[src/rtl/gather_multi_vc_input_controller_pkg.sv]
// Shared types and constants for the gather/FC input-port controller.
// Flit type encoding mirrors the router-wide params.svh values.
package gather_multi_vc_input_controller_pkg;

  typedef enum logic {
    IDLE   = 1'b0,
    ACTIVE = 1'b1
  } ivc_state_e;

  localparam logic [1:0] FLIT_BODY = 2'b00;
  localparam logic [1:0] FLIT_HEAD = 2'b01;
  localparam logic [1:0] FLIT_TAIL = 2'b10;

  // Credit threshold for FC head requests; never wraps below zero.
  function automatic logic [31:0] crd_threshold(input int pkt_len, input int margin);
    int diff;
    diff = pkt_len - margin;
    return (diff > 0) ? 32'(diff) : 32'd0;
  endfunction

endpackage

[src/rtl/gather_multi_vc_input_controller_rr_arbiter.sv]
// Round-robin arbiter: search starts at the pointer; the pointer moves past
// the winner only when the granted requester actually advances.
module rr_arbiter #(
  parameter int N = 2
) (
  input  logic         clk,
  input  logic         rstn,
  input  logic [N-1:0] req,
  input  logic         advance,
  output logic [N-1:0] grant
);

  localparam int PW = (N > 1) ? $clog2(N) : 1;

  logic [PW-1:0] ptr_q, ptr_d;
  logic [PW-1:0] win_idx;
  logic          found;
  int            idx;

  always_comb begin
    grant   = '0;
    win_idx = '0;
    found   = 1'b0;
    idx     = 0;
    for (int off = 0; off < N; off++) begin
      idx = int'(ptr_q) + off;
      if (idx >= N) idx = idx - N;
      if (!found && req[idx]) begin
        found      = 1'b1;
        grant[idx] = 1'b1;
        win_idx    = PW'(idx);
      end
    end
  end

  always_comb begin
    ptr_d = ptr_q;
    if (advance && found) begin
      ptr_d = (win_idx == PW'(N - 1)) ? '0 : PW'(win_idx + 1'b1);
    end
  end

  always_ff @(posedge clk or negedge rstn) begin
    if (!rstn) ptr_q <= '0;
    else       ptr_q <= ptr_d;
  end

endmodule

[src/rtl/gather_multi_vc_input_controller.sv]
// Input-port controller for gather/FC ports: per-IVC output-VC hold FSM,
// FC credit gating of head requests, round-robin crossbar VC select.
//
// state  | meaning
// IDLE   | no output VC held; a HEAD at the FIFO front requests one
// ACTIVE | output VC held for the current packet until its TAIL leaves
module gather_multi_vc_input_controller
  import gather_multi_vc_input_controller_pkg::*;
#(
  parameter int X_POS      = 0,
  parameter int Y_POS      = 0,
  parameter int NIVC       = 2,
  parameter int CN         = 5,
  parameter int IS_FC      = 0,
  parameter int FC_PKT_LEN = 16,
  parameter int CRD_MARGIN = 2,
  parameter int STALL_W    = 16
) (
  input  logic                 clk,
  input  logic                 rstn,
  input  logic [NIVC-1:0]      fifo_empty,
  input  logic [NIVC*2-1:0]    flit_type,
  input  logic [NIVC*CN-1:0]   candidate_out_vc,
  output logic [NIVC*CN-1:0]   req_vc,
  input  logic [NIVC-1:0]      vc_grant,
  input  logic [CN-1:0]        sel_out_vc,
  output logic [NIVC-1:0]      sel_ivc,
  output logic [CN-1:0]        sel_xb_vc,
  input  logic                 flit_fire,
  input  logic [31:0]          credit_cnt,
  output logic                 crd_starved,
  output logic [STALL_W-1:0]   stall_cnt
);

  localparam logic [31:0] CRD_THR = crd_threshold(FC_PKT_LEN, CRD_MARGIN);

  logic            crd_ok;
  logic [NIVC-1:0] pend_head;
  logic [NIVC-1:0] eligible;
  logic [NIVC-1:0] arb_grant;
  logic [CN-1:0]   ivc_vc [NIVC];

  assign crd_ok = (IS_FC == 0) || (credit_cnt >= CRD_THR);

  for (genvar i = 0; i < NIVC; i++) begin : g_ivc
    ivc_state_e    state_q, state_d;
    logic [CN-1:0] held_q, held_d;
    logic          is_idle;

    assign is_idle      = (state_q == IDLE);
    assign pend_head[i] = is_idle && !fifo_empty[i] && (flit_type[2*i +: 2] == FLIT_HEAD);
    // Grant-cycle bypass lets the head flit leave in the same cycle it is granted.
    assign eligible[i]  = rstn && !fifo_empty[i] && (!is_idle || vc_grant[i]);
    assign ivc_vc[i]    = is_idle ? sel_out_vc : held_q;
    assign req_vc[CN*i +: CN] = (rstn && pend_head[i] && crd_ok) ?
                                candidate_out_vc[CN*i +: CN] : '0;

    always_comb begin
      state_d = state_q;
      held_d  = held_q;
      case (state_q)
        IDLE: begin
          if (vc_grant[i]) begin
            state_d = ACTIVE;
            held_d  = sel_out_vc;
          end
        end
        ACTIVE: begin
          if (flit_fire && sel_ivc[i] && (flit_type[2*i +: 2] == FLIT_TAIL)) begin
            state_d = IDLE;
            held_d  = '0;
          end
        end
        default: begin
          state_d = IDLE;
          held_d  = '0;
        end
      endcase
    end

    always_ff @(posedge clk or negedge rstn) begin
      if (!rstn) begin
        state_q <= IDLE;
        held_q  <= '0;
      end else begin
        state_q <= state_d;
        held_q  <= held_d;
      end
    end
  end

  rr_arbiter #(.N(NIVC)) u_rr (
    .clk     (clk),
    .rstn    (rstn),
    .req     (eligible),
    .advance (flit_fire),
    .grant   (arb_grant)
  );

  assign sel_ivc = arb_grant & {NIVC{rstn}};

  always_comb begin
    sel_xb_vc = '0;
    for (int i = 0; i < NIVC; i++) begin
      if (sel_ivc[i]) sel_xb_vc = sel_xb_vc | ivc_vc[i];
    end
  end

  if (IS_FC != 0) begin : g_fc
    logic [STALL_W-1:0] stall_q, stall_d;

    assign crd_starved = rstn && !crd_ok && (|pend_head);

    always_comb begin
      stall_d = stall_q;
      if (crd_starved && (stall_q != '1)) stall_d = stall_q + 1'b1;
    end

    always_ff @(posedge clk or negedge rstn) begin
      if (!rstn) stall_q <= '0;
      else       stall_q <= stall_d;
    end

    assign stall_cnt = stall_q;
  end else begin : g_no_fc
    assign crd_starved = 1'b0;
    assign stall_cnt   = '0;
  end

endmodule

[config.mk]
export PLATFORM = sky130hd
export DESIGN_NAME = gather_multi_vc_input_controller
export DESIGN_NICKNAME = d
export VERILOG_FILES = /design/src/rtl/gather_multi_vc_input_controller_pkg.sv /design/src/rtl/gather_multi_vc_input_controller_rr_arbiter.sv /design/src/rtl/gather_multi_vc_input_controller.sv
export SDC_FILE = /design/constraint.sdc
export NUM_CORES = 1
export LEC_CHECK = 0
export CAP_MARGIN = 25
export CELL_PAD_IN_SITES_DETAIL_PLACEMENT = 1
export CELL_PAD_IN_SITES_GLOBAL_PLACEMENT = 1
export CORE_ASPECT_RATIO = 0.8
export CORE_MARGIN = 5
export CORE_UTILIZATION = 22
export DETAILED_ROUTE_END_ITERATION = 16
export MAX_ROUTING_LAYER = met4
export PLACE_DENSITY = 0.89
export SLEW_MARGIN = 20
export SYNTH_ARGS = -nofsm -noshare
export SYNTH_HDL_FRONTEND = slang
export SYNTH_SLANG_ARGS = --single-unit
[constraint.sdc]
create_clock -name clk -period 1.8 [get_ports clk]
set_input_delay 0.27 -clock clk [delete_from_list [all_inputs] [get_ports clk]]
set_output_delay 0.27 -clock clk [all_outputs]
set_load 0.05 [all_outputs]
Yosys cells after proc, flatten, opt, wreduce, memory -nomap -nowiden --
Cells that the tools add are included.
Storage, ports and cells: register bits 13, input bits 58, output and inout port bits 34, logic and storage cells 90
Operators by class: add/sub/neg operators 4, $lt $le $gt $ge 6, eq/ne operators 8, multiplexer cells 37, bitwise gates (word level) 5, reductions and logical operators 25
Operator list (count):
- greater-or-equal comparator 32 x 1 -> 1 bit (second input constant) | 2
- < comparator 32 x 3 -> 1 bit (second input constant) | 2
- 2-to-1 mux 32 bit | 2
- 2-to-1 mux 5 bit | 10
- greater-or-equal comparator 32 x 3 -> 1 bit (second input constant) | 1
- subtractor 32 x 3 -> 32 bit (second input constant) | 1
- case mux 5 bit (2 select lines) | 2
- logical AND 1 bit | 18
- 2-to-1 mux 1 bit | 17
- OR 5 bit | 1
- equality test 2 x 1 -> 1 bit (second input constant) | 2
- equality test 2 bit (second input constant) | 2
- 2-to-1 mux 2 bit | 2
- != test 2 x 1 -> 1 bit (second input constant) | 2
- != test 2 bit (second input constant) | 2
- case mux 1 bit (2 select lines) | 2
- AND reduction 2 bit | 2
- zero test 1 bit | 3
- subtractor 1 x 2 -> 3 bit (second input constant) | 1
- adder 1 x 1 -> 2 bit (second input constant) | 1
- AND 2 bit | 1
- demux 1 bit (select 1 bit) | 2
- greater-or-equal comparator 1 x 2 -> 1 bit (second input constant) | 1
- logical OR 1 bit | 2
- 3 further kinds | 4

Longest topological paths before layout --
Gate-level depths: netlist of run 1.
depth after elaboration 15, gate-level depth with buffers 5, gate-level depth less buffers 3

Modules after synthesis --
A second synthesis of run 1 with hierarchy kept.
Second synthesis, totals: cell total of the unflattened synthesis 102, area, all modules 959.7 sq um
Modules (own cells, without submodules):
- gather_multi_vc_input_controller | times used 1, cells an instance 96, area an instance 904.6 sq um, seq. area each 300.3 sq um
- rr_arbiter | times used 1, cells an instance 6, area an instance 55.1 sq um, seq. area each 25.0 sq um

Worst setup path before layout of run 1 --
Ideal clock, no wire load.
kind register to output, start register g_ivc[1].state_q, end output port sel_xb_vc[0], data arrival time 1673 ps, data required time 1530 ps, setup slack -143 ps, stages on the path, launching flop included 5, cells stage by stage dfrtp_1 -> buf_6 -> nor2_1 -> o311ai_4 -> o22ai_1
On the way: longest elaborated chain between the ends 13
RTL lines:
- start: declaration | RTL line gather_multi_vc_input_controller.sv:46 | ivc_state_e state_q, state_d;
- start signal: assignment | RTL line gather_multi_vc_input_controller.sv:86 | state_q <= state_d;
- logical OR 1 bit | RTL line gather_multi_vc_input_controller.sv:53 | assign eligible[i] = rstn && !fifo_empty[i] && (!is_idle || vc_grant[i]);
- logical AND 1 bit | RTL line gather_multi_vc_input_controller.sv:53
- 2-to-1 mux 1 bit (not written as such) (3 in a row) | RTL line gather_multi_vc_input_controller_rr_arbiter.sv:28 | if (!found && req[idx]) begin
- 2-to-1 mux 1 bit | RTL line gather_multi_vc_input_controller_rr_arbiter.sv:28
- zero test 1 bit | RTL line gather_multi_vc_input_controller_rr_arbiter.sv:28
- logical AND 1 bit | RTL line gather_multi_vc_input_controller_rr_arbiter.sv:28
- 2-to-1 mux 2 bit | RTL line gather_multi_vc_input_controller_rr_arbiter.sv:28
- AND 2 bit | RTL line gather_multi_vc_input_controller.sv:100 | assign sel_ivc = arb_grant & {NIVC{rstn}};
- 2-to-1 mux 5 bit | RTL line gather_multi_vc_input_controller.sv:105 | if (sel_ivc[i]) sel_xb_vc = sel_xb_vc | ivc_vc[i];
- OR 5 bit | RTL line gather_multi_vc_input_controller.sv:105
- 2-to-1 mux 5 bit * | RTL line gather_multi_vc_input_controller.sv:105
- end: declaration | RTL line gather_multi_vc_input_controller.sv:28 | output logic [CN-1:0] sel_xb_vc,
Mark *: on every way between the ends. The rest lies on a longest branch, timed or not. The select of a mux whose other input is x is not followed.

Worst setup path in the final report of run 1 --
start register g_ivc[1].state_q, end output port req_vc[7]
On the way: longest elaborated chain between the ends 5
RTL lines:
- inverter 1 bit
- logical AND 1 bit (2 in a row) | RTL line gather_multi_vc_input_controller.sv:51 | assign pend_head[i] = is_idle && !fifo_empty[i] && (flit_type[2*i +: 2] == FLIT_HEAD);
- logical AND 1 bit | RTL line gather_multi_vc_input_controller.sv:55 | assign req_vc[CN*i +: CN] = (rstn && pend_head[i] && crd_ok) ?
- 2-to-1 mux 5 bit | RTL line gather_multi_vc_input_controller.sv:55
- end: declaration | RTL line gather_multi_vc_input_controller.sv:24 | output logic [NIVC*CN-1:0] req_vc,
No other way between the ends.

==> results of run 1 <==
routing by layer:
layer | wire length (um) | vias to the layer above | track usage, % | part of all wire [%]
li1 | - | 478 | - | -
met1 | 1480 | 524 | 13.4 | 37
met2 | 2370 | 18 | 23.8 | 59
met3 | 82 | 6 | 1.79 | 2.1
met4 | 49 | 0 | 3.14 | 1.2
met5 | 0 | - | - | 0
state kept, by name, summed over array words and instances (netlist names), named ones only:
register       count
g_ivc.state_q      2
g_ivc.held_q      10
stage by stage:
step / util, % / area, um2
after CTS: 39.8 / 1970
after global routing: 40.5 / 2000
after floorplan: - / 1170
after detailed placement: 37.2 / 1840
after global placement: 37.2 / 1840
final: 40.5 / 2000
cell families after synthesis:
family / after synthesis
simple gates: 29
buf+inv: 25
compound gates: 20
mux: 20
flops: 13
other cells: 1
cell usage in the layout, fill, tap and decap left out, drive strengths merged:
cell           synthesis  routed
a21oi                 12      12
and2                  10      10
and2b                  2       2
buf                   21      42
clkbuf                 0       6
clkdlybuf4s50          0      19
conb                   1      17
dfrtp                 13      13
dlygate4sd2            0       3
dlymetal6s2s           0       1
inv                    4       4
mux2i                 20      20
nand2                  2       2
nand2b                 4       4
nand3                  2       2
nor2                   2       2
nor3                   1       1
nor4                   2       2
nor4b                  2       2
o22ai                  6       6
o311ai                 2       2
or2                    2       2
worst register-to-register path, cell delays in order (launching register included):
cell,delay (ns)
dfrtp_1,0.41
buf_6,0.14
buf_4,0.13
nand2b_1,0.27
mux2i_1,0.24
a21oi_1,0.06
power by group:
group / switching (mW) / leakage, nW / internal (mW) / total [mW]
clock: 0.100 / 0.0228 / 0.156 / 0.256
sequential: 0.0477 / 0.157 / 0.362 / 0.409
combinational: 0.352 / 0.810 / 0.279 / 0.630
layout make-up:
class,count,area (um2)
Fill cell,551,2950
Sequential cell,13,328
Timing Repair Buffer,67,798
Tap cell,62,77.6
Clock buffer,4,45.0
Multi-Input combinational cell,86,738
Inverter,4,17.5
worst paths after layout:
check	endpoint	slack (ns)
setup / recovery	req_vc[7]	-0.01
setup reg to reg	g_ivc[0].held_q[2]$_DFFE_PN0P_	0.43
hold / removal	g_ivc[0].held_q[2]$_DFFE_PN0P_	0.10
hold reg to reg	g_ivc[1].held_q[2]$_DFFE_PN0P_	0.56
max in group asynchronous	g_ivc[1].state_q$_DFF_PN0_	1.51
min in group clk	g_ivc[0].state_q$_DFF_PN0_	0.52
repair_timing:
action,CTS,global route
gates cloned,0,0
pin swaps,6,10
gates resized for setup,26,13
hold buffers,0,0
buffers inserted,3,3
endpoints found under the setup margin,17,15
==> flow_summary.toml, run 1 <==
[logic_synthesis]
synthTopCellsByArea = "dfrtp_1 29%, mux2i_1 18%, buf_4 12%"
synth_compound_gate_area_share_pct = 13.5
synthArstFlopShare_pct = 100
ys_seq_elements = 13
syn_area_um2 = 1110
synth_top_family_by_area = "simple AND/OR/NAND/NOR gates"
synthCells = 108
yosysWarnings = 0
synth_edf_count = 0
synth-simple-area-share_pct = 23.3
syn_avg_cell_area_um2 = 10.3
synthMuxAreaShare_pct = 18.1
synth_top_area_share_pct = 29.3
yosys.area_share.xor_xnor_pct = 0
synth_cell_types = 22
synth_adder_area_share_pct = 0
synth.most_common_cell = "mux2i_1"
synth_ff_type = "dfrtp_1"
seq_area_frac_synth_pct = 29.3
synth_top_area_cell = "dfrtp_1"
synthTopCellsByCount = "20 x mux2i_1, 18 x buf_4, 13 x dfrtp_1"

[sta]
skew_ns = 0.00482
post-route-worst-setup-slack_ns = -0.0109
final_max_slew_viol_count = 0
setup_viol = 5
period_share_pct = 101
rsz0062_at_grt = "yes"
whs_ns = 0.104
min_period_ns = 1.81
hold_viol = 0
fmax_mhz = 552
setup_tns_ns = -0.0408

[global_routing]
grt_pass1_vias = 1145
grt_pass1_wl_mm = 6.06
grt_start_max_net_pins = 14
grt_antenna_before_repair = 0
track_usage_pct = 12.5
grt_overflow = 0

[critical_path]
crit_fanout = 5
worstSetupPathType = "reg -> out"
cp.arrival_ns = 1.54
regToRegStartpoint = "g_ivc[0].state_q$_DFF_PN0_"
crit_family = "simple AND/OR/NAND/NOR gates"
critical_path_required_ns = 1.53
slowest_delay_ns = 0.43
cp-end-kind = "output pin"
reg2reg_depth = 5
critPathLaunch = "g_ivc[1].state_q$_DFF_PN0_"
worst-path-buf-inv = 2
cp_cell_sequence = "buf_6 > nor4b_4 > and2_4 > buf_12"
path_depth = 4
slowest_stage = "dfrtp_2"
start_kind = "flop"

[cts]
htree_levels = 1
clock_latency_ns = 0.24
cts_tree = "yes"
cts-root-buf = "clkbuf_8"
clk_pin_slew_ns = 0.06
numCtsBuffers = 3
cts_buffer_depth = 2
cts_sinks = 13

[route]
vias_per_cell = 4.35
route.vias.total = 1026
dr.pass1.iters = 4
drt-total-wl_mm = 3.99
post-route-drc-count = 0
ant_nets = 0
drtIter0Drc = 51
wl_per_cell_um = 16.9

[finish]
layout-drive-gt1-share_pct = 46.6
n_antenna_cell = 0
instances_no_fill = 236
area_delta_synth_final_pct = 80.8
fin_nets = 233

[floorplan]
dieHeight_um = 73.5
coreArea_um2 = 4950
num_rows = 23
initial_core_util_pct = 22.4
dieArea_um2 = 6570
ios = 92
dieWidth_um = 89.4

[outcome]
status = "complete, but fails checks"
violations = "setup timing"

[power]
p_leak_nw = 0.989
p_per_area_nw_per_um2 = 647
finalPower_mw = 1.30
max-vdd-ir-drop_uv = 284

[placement]
detailedPlace.worstSlack_ns = -0.277
place.gp.congestion = 0.805
dpl.cell_count = 227
port_buffers = 42
dpl.hpwl_mm = 2.90

[flow_run]
cap_violations = 0

[hold_path]
hold_path_class = "in -> async"
Note: power is estimated with default switching activity, not from simulation.
==> inputs of run 2 (changes only) <==
--- a/config.mk
+++ b/config.mk
@@ -10,11 +10,12 @@
 export CELL_PAD_IN_SITES_GLOBAL_PLACEMENT = 1
 export CORE_ASPECT_RATIO = 0.8
 export CORE_MARGIN = 5
-export CORE_UTILIZATION = 22
+export CORE_UTILIZATION = 20
 export DETAILED_ROUTE_END_ITERATION = 16
 export MAX_ROUTING_LAYER = met4
-export PLACE_DENSITY = 0.89
+export PLACE_DENSITY = 0.9
 export SLEW_MARGIN = 20
 export SYNTH_ARGS = -nofsm -noshare
 export SYNTH_HDL_FRONTEND = slang
+export SYNTH_HIERARCHICAL = 1
 export SYNTH_SLANG_ARGS = --single-unit
==> constraint.sdc (replaced) <==
create_clock -name clk -period 1.68 [get_ports clk]
set_input_delay 0.252 -clock clk [delete_from_list [all_inputs] [get_ports clk]]
set_output_delay 0.252 -clock clk [all_outputs]
set_load 0.05 [all_outputs]
==> flow_summary.toml, run 2 <==
[hold_path]
hold_path_class = "in -> async"

[logic_synthesis]
synthTopCellsByCount = "18 x buf_4, 13 x dfrtp_1, 12 x and2_1"
synthCells = 102
syn_area_um2 = 960
synthArstFlopShare_pct = 100
synth_top_area_cell = "dfrtp_1"
yosysWarnings = 6
synth_edf_count = 0
synth_ff_type = "dfrtp_1"
syn_avg_cell_area_um2 = 9.41
ys_seq_elements = 13
synthTopCellsByArea = "dfrtp_1 34%, buf_4 14%, mux2i_1 10%"
synth.most_common_cell = "buf_4"
synth_top_area_share_pct = 33.9
synth_cell_types = 24
seq_area_frac_synth_pct = 33.9

[critical_path]
regToRegStartpoint = "g_ivc[0].state_q$_DFF_PN0_"
reg2reg_depth = 8
cp.arrival_ns = 1.85
cp-end-kind = "output pin"
reg2reg_slack_ns = 0.02
start_kind = "flop"
critical_path_required_ns = 1.43
worstSetupPathType = "reg -> out"
crit_fanout = 6
r2r-end = "g_ivc[1].held_q[2]$_DFFE_PN0P_"

[outcome]
status = "complete, but fails checks"
violations = "setup timing"

[power]
max-vdd-ir-drop_uv = 239
p_leak_nw = 0.911
p_per_area_nw_per_um2 = 611
sw_frac_of_total_pct = 36.6
power_frac_clock_pct = 25.0
seqPwrFrac_pct = 36.9
power_frac_comb_pct = 38.0
p_sw_mw = 0.428
p_int_mw = 0.743
finalPower_mw = 1.17

[global_routing]
grt_pass1_wl_mm = 5.24
grtUsageMet1_pct = 12.1
met2_usage_pct = 20.2
grt_start_max_net_pins = 18
grt_pass1_vias = 1043
met3_usage_pct = 3.18
track_usage_pct = 11.3
grt_overflow = 0
grt.busiest_layer = "met2"
grt_antenna_before_repair = 0

[cts]
clock_latency_ns = 0.25
clk_pin_slew_ns = 0.06
cts_sinks = 13
cts_buffer_depth = 2
htree_levels = 1
numCtsBuffers = 3
cts_hold_buf = 0
cts_tree = "yes"
cts-root-buf = "clkbuf_8"

[route]
vias_per_cell = 4.14
drt-total-wl_mm = 3.45
wl_per_cell_um = 15.5
ant_nets = 0
drtIter0Drc = 47
route.vias.total = 923
post-route-drc-count = 0
dr.pass1.iters = 4

[finish]
nFillCells = 515
layout-drive-gt1-share_pct = 51.5
fin_nets = 222
layout_common_cells = "20 x clkdlybuf4s50_1, 18 x buf_12, 17 x conb_1"
final_common_cell = "clkdlybuf4s50_1"
area_delta_synth_final_pct = 99.7
largest_registers = "g_ivc.held_q x10, g_ivc.state_q x2"
n_antenna_cell = 0
instances_no_fill = 223
top_register = "g_ivc.held_q"
postLayoutCellArea_um2 = 1920
largest_reg_flops = 10

[floorplan]
dieHeight_um = 72.0
coreArea_um2 = 4620
dieWidth_um = 87.4
dieArea_um2 = 6290
num_rows = 22
ios = 92
initial_core_util_pct = 20.8

[placement]
place.gp.congestion = 0.717
detailedPlace.worstSlack_ns = -0.781
port_buffers = 42
dpl.cell_count = 212
placed_area_um2 = 1670
dpl.hpwl_mm = 2.59

[sta]
final_max_slew_viol_count = 0
hold_viol = 0
min_period_ns = 2.10
skew_ns = 0.00245
period_share_pct = 125
setup_viol = 17
post-route-worst-setup-slack_ns = -0.420
setup_tns_ns = -4.43
rsz0062_at_grt = "yes"
fmax_mhz = 476

[flow_run]
cap_violations = 0
-- run 2: cell count changes in the layout (fill, tap and decap cells not counted), moves of 5 or more --
cell	delta
and3_4	+5
a221o_2	+5
o22ai_2	-5
mux2i_1	-10
buf_4	-5
a21oi_1	-11
nor2_1	+6
-- run 2: worst max-delay path by stage --
| stage | startpoint | cells after the start | endpoint | slack (ns) |
|---|---|---|---|---|
| 2_1_floorplan | g_ivc[0].state_q$_DFF_PN0_ | 6 | sel_xb_vc[0] | -0.15 |
| 5_1_grt | g_ivc[0].state_q$_DFF_PN0_ | 8 | sel_xb_vc[4] | -0.47 |
| 3_3_place_gp | rstn | 8 | sel_xb_vc[1] | -0.63 |
| 4_1_cts | g_ivc[0].state_q$_DFF_PN0_ | 7 | sel_xb_vc[4] | -0.39 |
| 3_5_place_dp | rstn | 8 | sel_xb_vc[4] | -0.78 |
| 6_report | g_ivc[0].state_q$_DFF_PN0_ | 7 | sel_xb_vc[1] | -0.42 |
-- run 2: through the flow --
step / util (%) / hold WS, ns
2_1_floorplan: - / -0.0436
3_3_place_gp: 36.1 / 0.509
3_5_place_dp: 36.1 / 0.517
4_1_cts: 40.0 / 0.0949
5_1_grt: 41.5 / 0.116
6_report: 41.5 / 0.108
-- run 2: worst max-delay path, cell delays in order, from the launching register on --
cell and delay (ns):
dfrtp_2 0.42, nor2_4 0.13, nor2_4 0.06, a21boi_4 0.15, and2_4 0.17, and3_4 0.17
a221o_2 0.33, buf_12 0.16
-- run 2: layer usage --
layer / up-vias / part of all wire (%) / wire [um]
li1: 433 / - / -
met1: 445 / 38 / 1330
met2: 40 / 53 / 1830
met3: 5 / 7.1 / 245
met4: 0 / 1.2 / 41
met5: - / 0 / 0
-- run 2: what timing repair did --
action / 4_1_cts / 5_1_grt
resized for setup: 35 / 5
endpoints found under the setup margin: 29 / 20
pin swaps: 7 / 9
buffers inserted: 3 / 4
-- run 2: logic make-up after synthesis --
family	after synthesis	share of synthesized area (%)
AOI/OAI and AO/OA	10	9.13
other	1	0.391
muxes	10	10.4
and+or+nand+nor	46	29.6
DFF	13	33.9
buffers and inverters	22	16.6
-- run 2: power groups by stage --
stage	combinational, mW	sequential, mW	clock [mW]
CTS	0.432	0.430	0.300
floorplan	0.273	0.421	0
global placement	0.391	0.428	0
detailed placement	0.404	0.432	0
finish	0.445	0.433	0.293
global route	0.477	0.442	0.313
-- run 2: final cells by class --
cell class / instances / area, um2 / area share [%]
clock buffer: 4 / 45.0 / 2.35
multi-input combinational: 83 / 698 / 36.4
inverter: 1 / 3.75 / 0.196
sequential: 13 / 327 / 17.0
tap: 60 / 75.1 / 3.92
timing repair buffer: 62 / 768 / 40.1
